--- config.mk ---
export PLATFORM = sky130hd
export DESIGN_NAME = systolic_wgt_loader
export DESIGN_NICKNAME = d
export VERILOG_FILES = /design/src/rtl/systolic_wgt_loader.sv
export SDC_FILE = /design/constraint.sdc
export NUM_CORES = 1
export LEC_CHECK = 0
export ABC_AREA = 1
export CAP_MARGIN = 10
export CORE_MARGIN = 4
export CORE_UTILIZATION = 30
export CTS_CLUSTER_SIZE = 10
export DETAILED_ROUTE_END_ITERATION = 16
export PLACE_DENSITY = 0.56
export SLEW_MARGIN = 10
export SYNTH_ARGS = -nofsm -noshare
export SYNTH_HDL_FRONTEND = slang
export SYNTH_SLANG_ARGS = --single-unit
--- constraint.sdc ---
create_clock -name clk -period 3.2 [get_ports clk]
set_input_delay 0.8 -clock clk [delete_from_list [all_inputs] [get_ports clk]]
set_output_delay 0.8 -clock clk [all_outputs]
set_load 0.02 [all_outputs]
--- src/rtl/systolic_wgt_loader.sv ---
// systolic_wgt_loader
//   Weight-load controller feeding the top PE row of a systolic array.
//   Accepts one weight tile as ARRAY_N row beats, shifts each row down the
//   vertical weight path, waits for the chain to settle, then (when the
//   compute side allows it) fires a one-cycle shadow-to-active swap.
//
//   Optional feature macro: WGT_LOADER_ZERO_PAD_EN
//     When defined, s_last marks the final beat of a short tile and the
//     loader pads the remaining rows with zero-data path-enable cycles.
//
// Ports
//   clk            rising-edge clock
//   rst_n          synchronous active-low reset
//   s_valid/s_ready/s_data   row-beat handshake, column c at [c*W +: W]
//   s_last         (macro only) final beat of a short tile
//   swap_allow     compute side permits the swap in this cycle
//   b_path_en_out  path enable into the top PE row
//   b_path_out     path data into the top PE row
//   b_en_out       shadow-to-active swap enable
//   busy           high whenever the FSM is not IDLE
//   tile_done      one-cycle pulse alongside b_en_out
module systolic_wgt_loader #(
    parameter int ARRAY_N        = 4,
    parameter int WGT_DATA_WIDTH = 8,
    parameter int SETTLE_CYCLES  = ARRAY_N
) (
    input  logic                                clk,
    input  logic                                rst_n,
    input  logic                                s_valid,
    output logic                                s_ready,
    input  logic [ARRAY_N*WGT_DATA_WIDTH-1:0]   s_data,
`ifdef WGT_LOADER_ZERO_PAD_EN
    input  logic                                s_last,
`endif
    input  logic                                swap_allow,
    output logic                                b_path_en_out,
    output logic [ARRAY_N*WGT_DATA_WIDTH-1:0]   b_path_out,
    output logic                                b_en_out,
    output logic                                busy,
    output logic                                tile_done
);

    localparam int DW    = ARRAY_N * WGT_DATA_WIDTH;
    localparam int CNT_W = $clog2(ARRAY_N + 1);
    localparam int SET_W = $clog2(SETTLE_CYCLES + 1);

    localparam logic [CNT_W-1:0] LAST_BEAT   = CNT_W'(ARRAY_N - 1);
    localparam logic [SET_W-1:0] LAST_SETTLE = SET_W'(SETTLE_CYCLES - 1);

    typedef enum logic [2:0] {
        IDLE      = 3'd0,
        SHIFT     = 3'd1,
`ifdef WGT_LOADER_ZERO_PAD_EN
        PAD       = 3'd2,
`endif
        SETTLE    = 3'd3,
        WAIT_SWAP = 3'd4,
        SWAP      = 3'd5
    } state_t;

    state_t            state, state_nxt;
    logic [CNT_W-1:0]  beat_cnt, beat_nxt;
    logic [SET_W-1:0]  settle_cnt, settle_nxt;
    logic              path_en_nxt;
    logic [DW-1:0]     path_nxt;
    logic              accept;

    // The handshake uses the registered s_ready, so a beat is only taken in
    // cycles where the upstream actually saw ready high.
    assign accept = s_valid && s_ready;

    always_comb begin
        state_nxt   = state;
        beat_nxt    = beat_cnt;
        settle_nxt  = settle_cnt;
        path_en_nxt = 1'b0;
        path_nxt    = b_path_out;

        case (state)
            IDLE: begin
                if (accept) begin
                    path_en_nxt = 1'b1;
                    path_nxt    = s_data;
                    beat_nxt    = CNT_W'(1);
                    state_nxt   = SHIFT;
`ifdef WGT_LOADER_ZERO_PAD_EN
                    // ARRAY_N >= 2, so beat 0 is always short when s_last is set.
                    if (s_last) state_nxt = PAD;
`endif
                end
            end
            SHIFT: begin
                if (accept) begin
                    path_en_nxt = 1'b1;
                    path_nxt    = s_data;
                    beat_nxt    = beat_cnt + CNT_W'(1);
                    if (beat_cnt == LAST_BEAT) begin
                        state_nxt  = SETTLE;
                        settle_nxt = '0;
                    end
`ifdef WGT_LOADER_ZERO_PAD_EN
                    else if (s_last) begin
                        state_nxt = PAD;
                    end
`endif
                end
            end
`ifdef WGT_LOADER_ZERO_PAD_EN
            PAD: begin
                // Pads behave as zero-data beats so the real rows reach the bottom.
                path_en_nxt = 1'b1;
                path_nxt    = '0;
                beat_nxt    = beat_cnt + CNT_W'(1);
                if (beat_cnt == LAST_BEAT) begin
                    state_nxt  = SETTLE;
                    settle_nxt = '0;
                end
            end
`endif
            SETTLE: begin
                if (settle_cnt == LAST_SETTLE) state_nxt = WAIT_SWAP;
                else settle_nxt = settle_cnt + SET_W'(1);
            end
            WAIT_SWAP: begin
                if (swap_allow) state_nxt = SWAP;
            end
            SWAP: begin
                state_nxt = IDLE;
                beat_nxt  = '0;
            end
            default: begin
                state_nxt = IDLE;
                beat_nxt  = '0;
            end
        endcase
    end

    // All outputs are registered from the next-state decode so they line up
    // with the state they describe.
    always_ff @(posedge clk) begin
        if (!rst_n) begin
            state         <= IDLE;
            beat_cnt      <= '0;
            settle_cnt    <= '0;
            s_ready       <= 1'b0;
            b_path_en_out <= 1'b0;
            b_path_out    <= '0;
            b_en_out      <= 1'b0;
            busy          <= 1'b0;
            tile_done     <= 1'b0;
        end else begin
            state         <= state_nxt;
            beat_cnt      <= beat_nxt;
            settle_cnt    <= settle_nxt;
            s_ready       <= (state_nxt == IDLE) || (state_nxt == SHIFT);
            b_path_en_out <= path_en_nxt;
            b_path_out    <= path_nxt;
            b_en_out      <= (state_nxt == SWAP);
            busy          <= (state_nxt != IDLE);
            tile_done     <= (state_nxt == SWAP);
        end
    end

endmodule

==> reports/metrics.yaml, run 1 <==
critical_path_peak_fanout: 35
crit_end: "b_path_out[31]$_SDFFE_PN0P_"
power_switching_uw: 307
power.static_leakage_uw: 0.00108
groute.layer.met1.usage_pct: 16.7
synth.distinct_cells: 20
power.share.sequential_pct: 52.5
use_met3_pct: 4.95
ctsResizeCount: 0
power.combinational.fraction_pct: 18.7
numCtsBuffers: 5
timing.setup.tns_ns: 0
drtIter0Drc: 65
cp-end-kind: "flop"
h_tree_level_count: 2
antenna_found_initial: 0
drt_pass1_iterations: 4
floorplan.die.width_microns: 85.1
final_hold_viol_count: 0
synth_area_leader_cell: "dfxtp_1"
number_of_global_route_vias_before_repair: 1614
setup_ws_ns: 1.02
final_common_cell: "nor2_1"
report.final.slew_viol_count: 0
mappedNetlistNets: 274
grt-ovfl-total: 0
post-route-period-util_pct: 68.1
place.detailed.hpwl_microns: 3180
grt_busiest_layer: "met2"
die_area_sq_um: 7240
worstSkewPairLatency_ns: 0.29
clock_tree_from_tritoncts: "done"
critical_path_origin: "s_valid"
mostFrequentLayoutCells: "87 x nor2_1, 72 x clkdlybuf4s50_1, 45 x dfxtp_1, 35 x o21ai_0"
clk_root_buffer_cell: "clkbuf_8"
worst_ep_required_time_ns: 3.43
cts_post_setup_buffers_inserted: 0
placeableCoreArea_sq_um: 5640
max_slew_margin_pct: 54.7
cts.reportedPaths.clkPinSlew_ns: 0.08
worst_setup_path_start_kind: "primary input"
clock-skew-final_ns: 0.00286
synth_cells: 234
area_delta_synth_final_pct: 46.9
synth.cell_area_sq_um: 1780
intPower_uw: 858
grt_max_degree: 36
clkSinkCount: 45
path_class: "in -> reg"
die_height_microns: 85.1
drive_above_1_share_pct: 6.56
fin_crit_ns: 2.18
grt_setup_unrepaired: "false"
timing.max_cap.violations: 0
drcViolationCount: 0
final_core_util_pct: 46.4
floorplan.io_pins: 73
peak_supply_drop_mv: 0.173
vias: 1625
globalplace.congestion: 0.825
critical_path.reg2reg.endpoint: "b_path_out[31]$_SDFFE_PN0P_"
number_of_synthesized_register_bits: 45
worst_r2r_startpoint: "state[1]$_SDFF_PN0_"
swShare_pct: 26.4
grt_use_met2_pct: 19.1
ff2ff_setup_slack_ns: 1.51
synth_area_per_cell_sq_um: 7.61
max_freq_mhz: 459
timing.hold.worst.class: "reg -> reg"
largest_cells_by_area_after_synthesis: "dfxtp_1 51%, nor2_1 18%, o21ai_0 9.8%"
worstHoldStart: "b_path_out[7]$_SDFFE_PN0P_"
multi_input_logic_area_sq_um: 737
totalWireLength_microns: 4440
max-clock-path-buffers: 2
antennaDiodeCount: 0
dp_worst_setup_slack_ns: 0.686
antenna_left: 0
port-buffer-count: 72
detail_route.wl_per_cell_microns: 11.8
layout.filler_cells: 568
globalRouteTotalUtil_pct: 12.7
vias_per_cell: 4.31
status: "finished clean"
p_per_area_nw_per_um2: 445
clkPwrFrac_pct: 28.8
tightest_pin_transition_ns: 0.677
starting_utilization_of_the_core_area_pct: 31.6
cts_hold_buffers: 0
final_nets: 344
ys.warnings.count: 0
worstRegToRegCells: 5
grt_pass1_wl_microns: 7450
synth.top_cell.area_share_pct: 50.6
placementRows: 27
synth_sequential_area_ratio_pct: 50.6
finalSetupViolations: 0
worst_ep_arrival_time_ns: 2.41
layout.area.seq_sq_um: 901
cell usage after synthesis:
master and number:
inv_2 3, nor2_1 87, nor2_4 1, nand2_2 1
nand3_2 3, o21ai_0 35, buf_6 3, nand3_1 6
nand2_1 16, ha_1 4, a21oi_1 1, buf_4 1
nand3_4 1, clkbuf_1 3, buf_2 1, inv_1 16
nand4_1 2, dfxtp_1 45, clkbuf_2 3, nor2_2 2
cell families after synthesis:
| group | synth area share [%] |
|---|---|
| flip-flops | 50.6 |
| buffers and inverters | 8.08 |
| AND/OR/NAND/NOR | 28.4 |
| adder cells (fa/ha/maj) | 2.81 |
| AO/OA/AOI/OAI | 10.1 |
power groups by stage:
stage	logic (uW)	registers, uW	clock network, uW
final	218	612	335
after global routing	242	616	375
after CTS	221	612	353
after floorplan	69.4	661	0
after global placement	220	625	0
after detailed placement	220	626	0
metal layers:
| layer | routed length [microns] | up-vias |
|---|---|---|
| li1 | - | 871 |
| met1 | 2250 | 686 |
| met2 | 1730 | 60 |
| met3 | 379 | 8 |
| met4 | 76 | 0 |
| met5 | 0 | - |
per-stage QoR:
step / area, sq um / power (uW) / hold slack, ns / cells
after CTS: 2620 / 1190 / 0.490 / 377
after global placement: 2530 / 845 / 0.460 / 369
after detailed placement: 2530 / 845 / 0.471 / 369
after floorplan: 1780 / 730 / 0.491 / 234
final: 2620 / 1170 / 0.485 / 377
after global routing: 2620 / 1230 / 0.507 / 377
worst max-delay path: stages:
cell and delay (ns):
clkdlybuf4s50_1 0.54, nand3_4 0.30, inv_2 0.54, nor2_1 0.08, nor2_1 0.12
worst min-delay path by stage:
stage                                  end  slack [ns]  cells past startpoint
4_1_cts        b_path_out[26]$_SDFFE_PN0P_        0.49                      2
3_3_place_gp    b_path_out[7]$_SDFFE_PN0P_        0.46                      2
5_1_grt        b_path_out[19]$_SDFFE_PN0P_        0.51                      2
6_report        b_path_out[7]$_SDFFE_PN0P_        0.49                      2
2_1_floorplan     beat_cnt[1]$_SDFFE_PN0P_        0.49                      4
3_5_place_dp    b_path_out[9]$_SDFFE_PN0P_        0.47                      2
flip-flops by register name, summed over array words and instances (netlist names):
name           count
s_ready            1
tile_done          1
settle_cnt         3
b_path_out        32
state              3
b_path_en_out      1
beat_cnt           3
busy               1
area by class of cell:
class | instances | share of cell area, %
inverter | 19 | 2.72
multi-input combinational | 159 | 28.2
tap | 72 | 3.44
timing repair buffer | 74 | 28.1
clock inverter | 2 | 0.382
sequential | 45 | 34.4
clock buffer | 6 | 2.77
Power figures use the tool's default switching activity.
==> run 2, diff against run 1 <==
- PLACE_DENSITY: 0.56 -> 0.59
- clock period: 3.2 -> 1.8 ns (I/O delays scaled with it)
==> run 2 against run 1 <==
  * Hold slack gained 0.0032 ns
  * Clock power grew 78%
  * First-iteration DRC count shrank 7.7%
  * Cell area grew 2.8%
  * Sequential share of layout area shrank 0.93 points
  * Power grew 79%
  * Via count grew 0.68%
  * Largest power group unchanged
==> reports/metrics.yaml, run 2 (synthesis results as in run 1) <==
numCtsBuffers: 5
antenna_left: 0
placementRows: 27
max_freq_mhz: 586
status: "finished clean"
floorplan.io_pins: 73
globalRouteTotalUtil_pct: 12.1
worst_ep_arrival_time_ns: 1.26
vias: 1636
critical_path_peak_fanout: 2
number_of_global_route_vias_before_repair: 1526
grt_setup_unrepaired: "false"
area_delta_synth_final_pct: 51.0
worstSkewPairLatency_ns: 0.29
drt_pass1_iterations: 3
drcViolationCount: 0
place.detailed.hpwl_microns: 3140
worst_ep_required_time_ns: 1.35
max_flop_register: "b_path_out"
timing.setup.tns_ns: 0
grt_max_degree: 42
h_tree_level_count: 2
starting_utilization_of_the_core_area_pct: 31.6
critical_path.max_stage_delay_ns: 0.62
timing.hold.worst.class: "reg -> reg"
clk_root_buffer_cell: "clkbuf_8"
largest_reg_flops: 32
antenna_found_initial: 0
port-buffer-count: 72
cts.reportedPaths.clkPinSlew_ns: 0.08
worst_setup_path_start_kind: "flop"
globalplace.congestion: 0.816
cts_post_setup_buffers_inserted: 0
clock_tree_from_tritoncts: "done"
grt-ovfl-total: 0
clock-skew-final_ns: 0.00686
layout.filler_cells: 560
drive_above_1_share_pct: 7.14
totalWireLength_microns: 4250
finalSetupViolations: 0
clkSinkCount: 45
cp-end-kind: "primary output"
die_area_sq_um: 7240
vias_per_cell: 4.31
final_hold_viol_count: 0
final_common_cell: "nor2_1"
tightest_pin_transition_ns: 0.317
placeableCoreArea_sq_um: 5640
max-clock-path-buffers: 2
power.static_leakage_uw: 0.00111
fin_crit_ns: 1.71
path_class: "reg -> out"
report.final.slew_viol_count: 0
cts_hold_buffers: 0
floorplan.die.width_microns: 85.1
grt_pass1_wl_microns: 7090
max_slew_margin_pct: 78.9
p_per_area_nw_per_um2: 776
antennaDiodeCount: 0
crit_path_cell_trace: "clkdlybuf4s50_1"
crit_path_max_delay_family: "buffers and inverters"
critical_path_buf_inv_count: 1
cp_slowest_cell: "clkdlybuf4s50_1"
worst_hold_slack_ns: 0.489
final_nets: 347
detail_route.wl_per_cell_microns: 11.2
post-route-period-util_pct: 94.8
drtIter0Drc: 60
timing.max_cap.violations: 0
mostFrequentLayoutCells: "87 x nor2_1, 71 x clkdlybuf4s50_1, 45 x dfxtp_1, 35 x o21ai_0"
die_height_microns: 85.1
peak_supply_drop_mv: 0.275
==> run 2: through the flow <==
step	power (uW)	cell area [sq um]	instances	setup slack, ns	utilization (%)
floorplan	1300	1780	234	0.575	-
global placement	1520	2610	372	0.0871	46.2
detailed placement	1520	2610	372	0.0505	46.2
CTS	2130	2690	380	0.0711	47.7
global route	2220	2690	380	0.0344	47.7
finish	2090	2690	380	0.0945	47.7
==> run 2: layer usage <==
metal | vias up | GRT usage [%] | share of wire [%]
met5 | - | 0 | 0
met4 | 0 | 3.88 | 1.2
met3 | 5 | 4.17 | 6.5
met2 | 45 | 19.8 | 46
met1 | 712 | 14.8 | 47
li1 | 874 | - | -
==> run 2: what timing repair did <==
item                                    4_1_cts  5_1_grt
gates resized for setup                       1        0
endpoints found under the hold margin         0        0
endpoints found under the setup margin        1        0
==> run 2: final cells by class <==
class	count	area [sq um]	share of cell area (%)
multi-input cells	159	737	27.4
well taps	72	90.1	3.35
flip-flops and latches	45	901	33.5
clock buffers	7	76.3	2.84
inverters	19	71.3	2.65
clock inverters	1	7.51	0.279
repair buffers	77	807	30.0
==> run 2: path summary, 6_finish.rpt <==
path                               startpoint                          end  slack (ns)  cells past startpoint
hold / removal    b_path_out[15]$_SDFFE_PN0P_  b_path_out[15]$_SDFFE_PN0P_        0.49                      2
hold reg to reg   b_path_out[15]$_SDFFE_PN0P_  b_path_out[15]$_SDFFE_PN0P_        0.49                      2
setup reg to reg   settle_cnt[0]$_SDFFE_PN0P_              busy$_SDFF_PN0_        0.39                      7
setup / recovery  b_path_out[13]$_SDFFE_PN0P_               b_path_out[13]        0.09                      1
==> run 2: report_power, final <==
| group | internal (uW) | total [uW] | switching [uW] | leakage [uW] |
|---|---|---|---|---|
| Sequential | 1050 | 1090 | 32.1 | 0.000371 |
| Clock | 275 | 597 | 323 | 0.0000385 |
| Combinational | 217 | 404 | 187 | 0.000698 |
| Total | 1550 | 2090 | 542 | 0.00111 |
==> run 3, diff against run 2 <==
- SKIP_CTS_REPAIR_TIMING: default -> 1
==> run 3 against run 2 <==
  * First-iteration DRC count is the same
  * Clock skew is essentially flat
  * Routed wire length is essentially flat
  * Non-clock buffer count is the same
  * Hold slack is the same
  * Combinational power is essentially flat
  * Critical path type unchanged
  * Largest cell class unchanged
  * Highest routed layer unchanged
==> reports/metrics.yaml, run 3 (synthesis results as in run 1) <==
status: "finished clean"
drt_pass1_iterations: 3
largest_reg_flops: 32
max_flop_register: "b_path_out"
totalWireLength_microns: 4250
min_path_cells: 2
floorplan.die.width_microns: 85.1
tightest_pin_transition_ns: 0.317
power_switching_uw: 543
clock_tree_from_tritoncts: "done"
area_delta_synth_final_pct: 51.2
grt_setup_unrepaired: "false"
starting_utilization_of_the_core_area_pct: 31.6
placed_area_sq_um: 2610
critical_path_buf_inv_count: 1
power.share.sequential_pct: 52.0
path_class: "reg -> out"
worstRegToRegCells: 7
final_nets: 347
die_area_sq_um: 7240
crit_path_cell_trace: "clkdlybuf4s50_1"
cp-end-kind: "primary output"
globalRouteTotalUtil_pct: 12.1
power.combinational.fraction_pct: 19.4
stdcell_count: 380
worstSkewPairLatency_ns: 0.29
logic_depth_of_the_worst_path_buffers_included: 1
worst_setup_path_start_kind: "flop"
dpl.cell_count: 372
grt-ovfl-total: 0
post-route-cell-area_sq_um: 2690
die_height_microns: 85.1
report.final.slew_viol_count: 0
place.detailed.hpwl_microns: 3140
p_per_area_nw_per_um2: 776
placementRows: 27
final_core_util_pct: 47.7
h_tree_level_count: 2
intPower_uw: 1550
final_common_cell: "nor2_1"
layout.filler_cells: 560
grt_pass1_wl_microns: 7090
finalSetupViolations: 0
vias: 1636
drive_above_1_share_pct: 7.14
post-route-period-util_pct: 94.8
placeableCoreArea_sq_um: 5640
swShare_pct: 26.0
max_slew_margin_pct: 78.9
cp_slowest_cell: "clkdlybuf4s50_1"
floorplan.io_pins: 73
peak_supply_drop_mv: 0.275
antenna_found_initial: 0
port-buffer-count: 72
detail_route.wl_per_cell_microns: 11.2
post-layout-total-power_uw: 2090
drtIter0Drc: 60
clock-skew-final_ns: 0.00652
antenna_left: 0
power.static_leakage_uw: 0.00111
worst_ep_required_time_ns: 1.35
clkPwrFrac_pct: 28.6
clk_root_buffer_cell: "clkbuf_8"
number_of_global_route_vias_before_repair: 1526
grt_max_degree: 42
numCtsBuffers: 5
vias_per_cell: 4.31
max_freq_mhz: 586
mostFrequentLayoutCells: "87 x nor2_1, 71 x clkdlybuf4s50_1, 45 x dfxtp_1, 35 x o21ai_0"
critical_path_peak_fanout: 2
max-clock-path-buffers: 2
timing.hold.worst.class: "reg -> reg"
globalplace.congestion: 0.816
final_hold_viol_count: 0
critical_path.max_stage_delay_ns: 0.62
cts.reportedPaths.clkPinSlew_ns: 0.08
antennaDiodeCount: 0
crit_path_max_delay_family: "buffers and inverters"
clkSinkCount: 45
timing.max_cap.violations: 0
drcViolationCount: 0
worst_ep_arrival_time_ns: 1.26
fin_crit_ns: 1.71
## run 3: cell types whose count changed in the layout (fill, tap and decap cells not counted), sizes merged
cell	change
dlygate4sd2	-1
dlymetal6s2s	+1
## run 3: power groups by stage
stage | Combinational [uW] | Sequential (uW) | Clock, uW
2_1_floorplan | 123 | 1180 | 0
3_3_place_gp | 411 | 1110 | 0
4_1_cts | 412 | 1090 | 635
5_1_grt | 445 | 1100 | 675
3_5_place_dp | 411 | 1110 | 0
6_report | 405 | 1090 | 598
## run 3: through the flow
stage | worst slack (ns) | hold slack [ns] | setup TNS [ns]
2_1_floorplan | 0.575 | 0.491 | 0
3_3_place_gp | 0.0871 | 0.462 | 0
3_5_place_dp | 0.0505 | 0.473 | 0
4_1_cts | -0.0594 | 0.492 | -0.0594
5_1_grt | 0.0344 | 0.512 | 0
6_report | 0.0945 | 0.489 | 0
## run 3: cell type report
| class | count | area [sq um] | area share [%] |
|---|---|---|---|
| Clock buffer | 7 | 76.3 | 2.83 |
| Clock inverter | 1 | 7.51 | 0.279 |
| Inverter | 19 | 71.3 | 2.65 |
| Multi-Input combinational cell | 159 | 737 | 27.4 |
| Sequential cell | 45 | 901 | 33.4 |
| Tap cell | 72 | 90.1 | 3.34 |
| Timing Repair Buffer | 77 | 811 | 30.1 |
## run 3: path summary, 6_finish.rpt
| path | startpoint | endpoint | slack (ns) |
|---|---|---|---|
| worst max-delay path | b_path_out[13]$_SDFFE_PN0P_ | b_path_out[13] | 0.09 |
| worst min-delay path | b_path_out[15]$_SDFFE_PN0P_ | b_path_out[15]$_SDFFE_PN0P_ | 0.49 |
| worst max register to register | settle_cnt[0]$_SDFFE_PN0P_ | busy$_SDFF_PN0_ | 0.39 |
| worst min register to register | b_path_out[15]$_SDFFE_PN0P_ | b_path_out[15]$_SDFFE_PN0P_ | 0.49 |
## run 3: per-layer routing
metal | part of all wire, % | up-vias | wire (microns) | track usage (%)
met5 | 0 | - | 0 | 0
met4 | 1.2 | 0 | 53 | 3.88
met3 | 6.5 | 5 | 276 | 4.17
met2 | 46 | 45 | 1930 | 19.8
met1 | 47 | 712 | 1980 | 14.8
li1 | - | 874 | - | -
